--- config.mk ---
export PLATFORM = sky130hd
export DESIGN_NAME = issue_arb
export DESIGN_NICKNAME = d
export VERILOG_FILES = /design/src/rtl/issue_arb.sv
export SDC_FILE = /design/constraint.sdc
export NUM_CORES = 1
export LEC_CHECK = 0
export CORE_ASPECT_RATIO = 1.1
export CORE_MARGIN = 2
export CORE_UTILIZATION = 49
export CTS_CLUSTER_DIAMETER = 150
export CTS_CLUSTER_SIZE = 16
export DETAILED_ROUTE_END_ITERATION = 8
export GPL_TIMING_DRIVEN = 0
export HOLD_SLACK_MARGIN = 0.05
export PLACE_DENSITY = 0.87
export SKIP_LAST_GASP = 1
export SYNTH_ARGS = -nofsm -noshare
export SYNTH_HDL_FRONTEND = slang
export SYNTH_SLANG_ARGS = --single-unit
--- constraint.sdc ---
create_clock -name clk -period 6.42 [get_ports clk]
set_input_delay 0.642 -clock clk [delete_from_list [all_inputs] [get_ports clk]]
set_output_delay 0.642 -clock clk [all_outputs]
set_load 0.02 [all_outputs]
--- src/rtl/issue_arb.sv ---
// Issue arbiter: round-robin grant across reservation stations into a 2-entry
// in-order queue feeding register-read, with flush and tag-selective recovery.

package ooop_types;
    localparam int ROB_DEPTH = 16;
    localparam int TAG_W     = $clog2(ROB_DEPTH);

    typedef struct packed {
        logic [TAG_W-1:0] rob_tag;
        logic [15:0]      payload;
    } rs_entry_t;
endpackage

module issue_arb
    import ooop_types::*;
#(
    parameter  int N_SRC   = 3,
    parameter  int Q_DEPTH = 2,
    localparam int SRC_W   = (N_SRC > 1) ? $clog2(N_SRC) : 1
) (
    input  logic                 clk,
    input  logic                 rst_n,
    input  logic                 flush_i,
    input  logic                 recover_i,
    input  logic [ROB_DEPTH-1:0] live_tag_i,
    input  logic [N_SRC-1:0]     src_valid_i,
    input  rs_entry_t            src_entry_i [N_SRC],
    output logic [N_SRC-1:0]     src_ready_o,
    output logic                 out_valid_o,
    output rs_entry_t            out_entry_o,
    output logic [SRC_W-1:0]     out_src_o,
    input  logic                 out_ready_i
);

    rs_entry_t        slot_entry [Q_DEPTH];
    logic [SRC_W-1:0] slot_src   [Q_DEPTH];
    logic             head;
    logic [1:0]       count;
    logic [SRC_W-1:0] rr_ptr;

    logic             tail;
    logic             space;
    logic             win_found;
    logic [SRC_W-1:0] win_idx;
    logic             push;
    logic             pop;
    logic             h_live;
    logic             t_live;

    function automatic logic [SRC_W-1:0] wrap_inc(input logic [SRC_W-1:0] v);
        return (v == SRC_W'(N_SRC - 1)) ? '0 : v + 1'b1;
    endfunction

    // With two slots the tail index is head advanced by count, modulo 2.
    assign tail  = head ^ count[0];

    assign out_valid_o = (count != 2'd0) && !recover_i && !flush_i;
    assign out_entry_o = out_valid_o ? slot_entry[head] : '0;
    assign out_src_o   = out_valid_o ? slot_src[head]   : '0;

    assign pop   = out_valid_o && out_ready_i;
    assign space = (count < 2'(Q_DEPTH)) || ((count == 2'(Q_DEPTH)) && pop);

    always_comb begin
        logic [SRC_W-1:0] idx;
        win_found = 1'b0;
        win_idx   = '0;
        idx       = rr_ptr;
        for (int unsigned k = 0; k < N_SRC; k++) begin
            if (!win_found && src_valid_i[idx]) begin
                win_found = 1'b1;
                win_idx   = idx;
            end
            idx = wrap_inc(idx);
        end
    end

    always_comb begin
        src_ready_o = '0;
        if (rst_n && win_found && space && !flush_i && !recover_i)
            src_ready_o[win_idx] = 1'b1;
    end

    assign push = |src_ready_o;

    assign h_live = (count != 2'd0) && live_tag_i[slot_entry[head].rob_tag];
    assign t_live = (count == 2'd2) && live_tag_i[slot_entry[~head].rob_tag];

    always_ff @(posedge clk) begin
        if (!rst_n || flush_i) begin
            for (int unsigned i = 0; i < Q_DEPTH; i++) begin
                slot_entry[i] <= '0;
                slot_src[i]   <= '0;
            end
            head   <= 1'b0;
            count  <= 2'd0;
            rr_ptr <= '0;
        end else if (recover_i) begin
            // Dead slots are zeroed; a lone live tail becomes the head so order holds.
            if (!h_live) begin
                slot_entry[head] <= '0;
                slot_src[head]   <= '0;
            end
            if (!t_live) begin
                slot_entry[~head] <= '0;
                slot_src[~head]   <= '0;
            end
            if (!h_live && t_live)
                head <= ~head;
            count <= {1'b0, h_live} + {1'b0, t_live};
        end else begin
            if (pop) begin
                slot_entry[head] <= '0;
                slot_src[head]   <= '0;
                head             <= ~head;
            end
            // When full and popping, tail aliases head; this later write wins.
            if (push) begin
                slot_entry[tail] <= src_entry_i[win_idx];
                slot_src[tail]   <= win_idx;
                rr_ptr           <= wrap_inc(win_idx);
            end
            case ({push, pop})
                2'b10:   count <= count + 2'd1;
                2'b01:   count <= count - 2'd1;
                default: count <= count;
            endcase
        end
    end

    a_grant_onehot: assert property (@(posedge clk) $onehot0(src_ready_o));

endmodule

==> run metrics <==
initial core utilization 0.506; actual slew at the worst max-slew pin 786 ps; I/O pin count 110; fillers 458; vias in the first global route 2921; CP max FO 7; Async SR Flop Fraction 0; global-route wire length before repair 13100 µm; CTS root buf clkbuf_8; largest net degree at the start of global routing 15; Synth cell types 40; Mean Syn Cell Area 9.68 µm²; crit share post-route 0.597; DR pass1 iterations 4; Worst Hold Class reg -> reg; TritonCTS sink count 50; Final Net Count 526; postcts setup bufs 0; port bufs 109; P&R area growth vs syn 43.0%; Worst Setup SP src_valid_i[2]; maximum buffer depth of the clock tree 2; max-slew violations 0; Seq/Total Area, Yosys 0.463; Tot Pwr 703 µW; H-tree levels 2; RSZ-0062 raised after global routing no; Slew HR 0.476; PwrDens 158 nW/µm²; register area 1440 µm²; CP arrival 3190 ps; Worst Skew 8.25 ps; max frequency 261 MHz; Synth Cell Area between 3000 and 4000 µm²; multi-input logic area 1580 µm²; Post-synth top flop edfxtp_1; cts bufs inserted 5; Post-Route WL 8470 µm; Final Critical Period 3830 ps; Post-synth EDFFs 44; Post-DP HPWL 6540 µm; min-delay src rr_ptr[1]$_SDFFE_PN0P_; die width 80.0 µm; CP Capture Type primary output; gr usage total 0.241; Die ar. approximately 7000 µm²; crit path kind in -> out; max-cap viol count 0; Skew-Pair Late Insertion Delay 300 ps; Worst Path Required 5780 ps; Synthesized Nets 408; setup_tns 0 ps; final hold vios 0; grt total ovfl 0; WL/cell 16.3 µm; Post-CTS Resized 0; cts hold-fix bufs 0; 1st-iter DRT viols 186; Setup-failing EPs final 0; Placer Congestion approximately 0.8; post-layout util 0.724; Cell Rows 30; CP Launch Type input pin; share of post-route cells with drive strength above 1 0.0636; core area 6160 µm²; ANT cells 0; Ys Warns 0; LEAKAGE approximately 0.0016 µW; antenna violations before repair 0; maximum vdd drop 0.0963 mV; vias around 2900; Post-DRT Antenna Nets 0; Synth Instances 322; outcome complete, no violations; WHS approximately 540 ps; vias per cell 5.67; clk slew on worst S/H paths 90 ps; synthesized flop and latch total 50; Die Ht 87.6 µm; Post-route DRC 0; CTS tree yes
## state kept, by name, summed over array words and instances (netlist names), named ones only
| signal | flops |
|---|---|
| rr_ptr | 2 |
| count | 2 |
| slot_entry | 40 |
| slot_src | 4 |
| head | 1 |
## power breakdown
part	internal [µW]	leakage [µW]	switching, µW
Clock	74.9	0.0000373	101
Combinational	83.6	0.00103	67.9
Sequential	369	0.000563	6.76
Total	527	0.00163	175
## layout make-up
cell class              count  area share
inverters                   9     0.00758
clock buffers               6      0.0163
flip-flops and latches     50       0.324
repair buffers            111       0.252
multi-input cells         240       0.354
clock inverters             1     0.00169
plain buffers              23      0.0222
well taps                  80      0.0225
## synthesized netlist by cell type, types with 4 or more instances
library cell | number | area [µm²]
nor2_1 | 74 | 278
mux4_2 | 4 | 90.1
dfxtp_1 | 6 | 120
nand2b_1 | 6 | 37.5
inv_1 | 9 | 33.8
nand2_1 | 10 | 37.5
edfxtp_1 | 44 | 1320
nor3b_1 | 4 | 30.0
a22o_1 | 20 | 175
nor2b_1 | 4 | 25.0
clkbuf_1 | 14 | 52.6
buf_2 | 7 | 35.0
o21ai_0 | 15 | 75.1
o22ai_1 | 4 | 25.0
a21oi_1 | 32 | 160
mux2i_1 | 31 | 310
## stage by stage
stage | setup WS (ps) | instances | instance area [µm²]
after global routing | 2380 | 520 | 4450
after global placement | 1430 | 511 | 4310
final | 2590 | 520 | 4450
after detailed placement | 2630 | 513 | 4370
after CTS | 2580 | 520 | 4450
after floorplan | 2580 | 322 | 3120
## kinds of logic after synthesis
family,share of synthesized area
AND/OR/NAND/NOR,0.173
multiplexers,0.141
XOR/XNOR,0.00844
AO/OA/AOI/OAI,0.164
flip-flops,0.463
adder cells (fa/ha/maj),0.00803
buffers and inverters,0.0426
## critical path, stage by stage
cell	delay (ps)
clkdlybuf4s50_1	460
a21boi_1	170
or3_1	120
buf_2	150
nand2_1	90
nor3_1	600
nand2_1	230
inv_1	100
clkdlybuf4s50_1	610
## per-layer routing
metal	vias up	GRT usage	routed length, µm
met4	0	0.108	160
met2	116	0.455	4620
met5	-	0	0
met1	1405	0.267	3200
li1	1411	-	-
met3	16	0.0340	487
## placed cells by master, fill, tap and decap left out, drive strengths merged, types with 3 or more instances in the layout
cell             n
clkdlybuf4s50  109
nor2            74
edfxtp          44
a21oi           32
mux2i           32
a22o            20
clkbuf          20
o21ai           15
buf             11
nand2           10
inv              9
nand2b           6
dfxtp            6
nor2b            4
nor3b            4
o22ai            4
mux4             4
or3              3
nor3             3
and3b            3
xnor2            3
a211oi           3
## final timing paths
| check | depth (start not counted) | slack, ps | to |
|---|---|---|---|
| setup / recovery | 9 | 2590 | src_ready_o[1] |
| hold / removal | 2 | 540 | rr_ptr[1]$_SDFFE_PN0P_ |
| hold reg to reg | 2 | 540 | rr_ptr[1]$_SDFFE_PN0P_ |
| setup reg to reg | 7 | 3300 | slot_entry[0][10]$_SDFFCE_PN0P_ |
No activity file was read; power rests on OpenSTA's default activity.
==> RTL edit, RTL diff (config.mk and constraints unchanged) <==
`Q_DEPTH`: 2 -> 4.
--- a/src/rtl/issue_arb.sv
+++ b/src/rtl/issue_arb.sv
@@ -17,3 +17,3 @@
     parameter  int N_SRC   = 3,
-    parameter  int Q_DEPTH = 2,
+    parameter  int Q_DEPTH = 4,
     localparam int SRC_W   = (N_SRC > 1) ? $clog2(N_SRC) : 1
Formal check against the unedited RTL: not equivalent (a bounded check fails within 4 cycles, from zero or initial values).
==> RTL edit against the original RTL <==
- die area decreased by 20%
- core utilization decreased by 10 points
- wire length is 36% lower
- cell area down 31%
- register-to-register slack gained 0.57 ns
- sequential cell count fell by 2
- synthesized area decreased by 21%
- worst setup slack improved by 0.34 ns
- critical path type is now flop to primary output
- critical endpoint is now out_entry_o[15]
- highest routed layer unchanged
Power is not compared: it rests on default switching activity, and its combinational part moved more than twofold at a synthesized area within 25%.
==> RTL edit: results (changes against the original RTL) <==
| Metric | Value |
|---|---|
| Top cells by area, synth | dfxtp_1 (39%), mux2i_1 (9.7%), a21boi_2 (8.2%) |
| Family with the most delay on the worst path | buffers and inverters |
| Estimated wirelength of the detail-placed design | 3960 um (-39%) |
| Placed Instance Area | 2980 um2 (-32%) |
| Sequential area share after synthesis | 38.9% (-7.4 points) |
| Routability cong. | 0.858 (+4.6%) |
| Status | completed |
| Port Buffers | 43 (-61%) |
| Biggest regs | slot_entry: 40 flops, slot_src: 4 flops, count: 2 flops |
| Peak supply drop | 0.149 mV |
| Clock buffer depth | 2 (unchanged) |
| Number of global-route vias before repair | 2,054 (-30%) |
| Pint | 402 uW |
| 1st-iter DRT viols | 125 (-33%) |
| Met2 Usage GRT | 37.3% (-8.2 points) |
| Proportion of layout cells with a drive suffix above 1 | 17.2% (+11 points) |
| Total CTS buffers | 5 (unchanged) |
| Cell area after layout | 3070 um2 (-31%) |
| Filler instances | 421 (-8.1%) |
| Latest clock arrival within the worst-skew pair | 0.30 ns (about the same) |
| Antenna cell count | 0 (unchanged) |
| Reg with most FFs | slot_entry |
| Vias/cell | 5.66 (-0.19%) |
| H-tree Lvls | 2 (unchanged) |
| Met3 Use GR | 3.72% (+0.32 points) |
| Post-synth ARST share | 0% (unchanged) |
| Commonest cells post-synth | dfxtp_1 (48), nor2_1 (30), inv_1 (27), a31oi_1 (26), mux2i_1 (24) |
| Initial antenna violation count | 0 (unchanged) |
| Largest net degree at the start of global routing | 15 (unchanged) |
| GR Layer Usage met1 | 25.4% (-1.3 points) |
| Global-route wire length before repair | 9450 um (-28%) |
| Reg2reg path depth | 8 (+1) |
| Crit-path slowest cell | buf_1 |
| CP Max Fanout | 10 (+3) |
| CP arrival | 2.86 ns (-0.33 ns) |
| Final layout net count | 388 (-26%) |
| Final Skew | 0.00646 ns (-0.00178 ns) |
| Drt first pass iters | 4 (unchanged) |
| All-Layer GR Usage | 21.3% (-2.8 points) |
| Post-cts sizing count | 0 (unchanged) |
| Grt peak-use layer | met2 |
| Crit path largest cell delay | 0.60 ns |
| Worst slew margin | 50.1% (+2.5 points) |
| Yosys cell types | 45 (+13%) |
| DR WL/cell | 15.0 um (-7.7%) |
| Hold Path Cell Cnt | 2 (unchanged) |
| Clk slew on worst S/H paths | 0.09 ns (about the same) |
| Root Driver | clkbuf_8 |
| Worst min-delay path category | flop to flop |
| Synthesis Warnings | 0 (unchanged) |
| Setup bufs post-CTS | 0 (unchanged) |
| P_leak | 0.000973 uW |
RTL edit: cell count changes after synthesis, moves of 7 or more:
cell / before / now
inv_1: 9 / 27
o21ai_0: 15 / 1
nor2_1: 74 / 30
a22o_1: 20 / 0
edfxtp_1: 44 / 0
mux2i_1: 31 / 24
a21boi_2: 0 / 18
nand2_1: 10 / 3
dfxtp_1: 6 / 48
a21oi_1: 32 / 3
clkbuf_1: 14 / 6
a31oi_1: 1 / 26
RTL edit: cell families (layout without fill, tap and decap cells):
| logic type | count (synthesis) | count (layout) | share of synthesized area, % |
|---|---|---|---|
| compound gates | 62 | 62 | 21.5 |
| fa+ha+maj | 2 | 2 | 1.01 |
| mux | 35 | 35 | 18.6 |
| xor+xnor | 1 | 1 | 0.355 |
| simple gates | 53 | 53 | 10.4 |
| other cells | 1 | 3 | 0.152 |
| buf+inv | 48 | 98 | 8.97 |
| flops | 48 | 48 | 38.9 |
RTL edit: path summary, 6_finish.rpt:
| kind | start | slack, ns | to |
|---|---|---|---|
| worst max-delay path | flop | 2.92 | out_entry_o[15] |
| worst min-delay path | slot_entry[1][1]$_SDFFE_PP0P_ | 0.43 | slot_entry[1][1]$_SDFFE_PP0P_ |
| worst max register to register | head$_SDFFE_PP0P_ | 3.87 | flop |
| worst min register to register | slot_entry[1][1]$_SDFFE_PP0P_ | 0.43 | slot_entry[1][1]$_SDFFE_PP0P_ |
RTL edit: routing by layer:
| layer | share of wire (%) | vias to the layer above |
|---|---|---|
| met1 | 40 | 957 |
| met5 | 0 | - |
| met2 | 51 | 77 |
| li1 | - | 988 |
| met3 | 5.8 | 15 |
| met4 | 2.6 | 0 |
RTL edit: power by group through the flow:
stage / combinational [uW] / sequential, uW / clock [uW]
finish: 33.5 / 298 / 183
detailed placement: 33.3 / 305 / 0
global placement: 32.3 / 305 / 0
floorplan: 16.7 / 305 / 0
CTS: 33.5 / 298 / 185
global route: 36.2 / 298 / 194
RTL edit: final cells by class:
| cell class | count | area, um2 | share of cell area, % |
|---|---|---|---|
| clock inverters | 1 | 8.76 | 0.285 |
| plain buffers | 21 | 120 | 3.91 |
| clock buffers | 6 | 82.6 | 2.69 |
| multi-input cells | 156 | 1290 | 42.2 |
| flip-flops and latches | 48 | 961 | 31.3 |
| well taps | 58 | 72.6 | 2.36 |
| inverters | 27 | 101 | 3.30 |
| repair buffers | 43 | 430 | 14.0 |
RTL edit: through the flow:
stage / total power (uW) / setup slack [ns] / util [%] / cells
2_1_floorplan: 322 / 4.02 / - / 252
3_3_place_gp: 337 / 3.16 / 60.4 / 353
3_5_place_dp: 338 / 3.09 / 60.4 / 353
4_1_cts: 516 / 2.90 / 62.3 / 360
5_1_grt: 528 / 2.75 / 62.3 / 360
6_report: 514 / 2.92 / 62.3 / 360
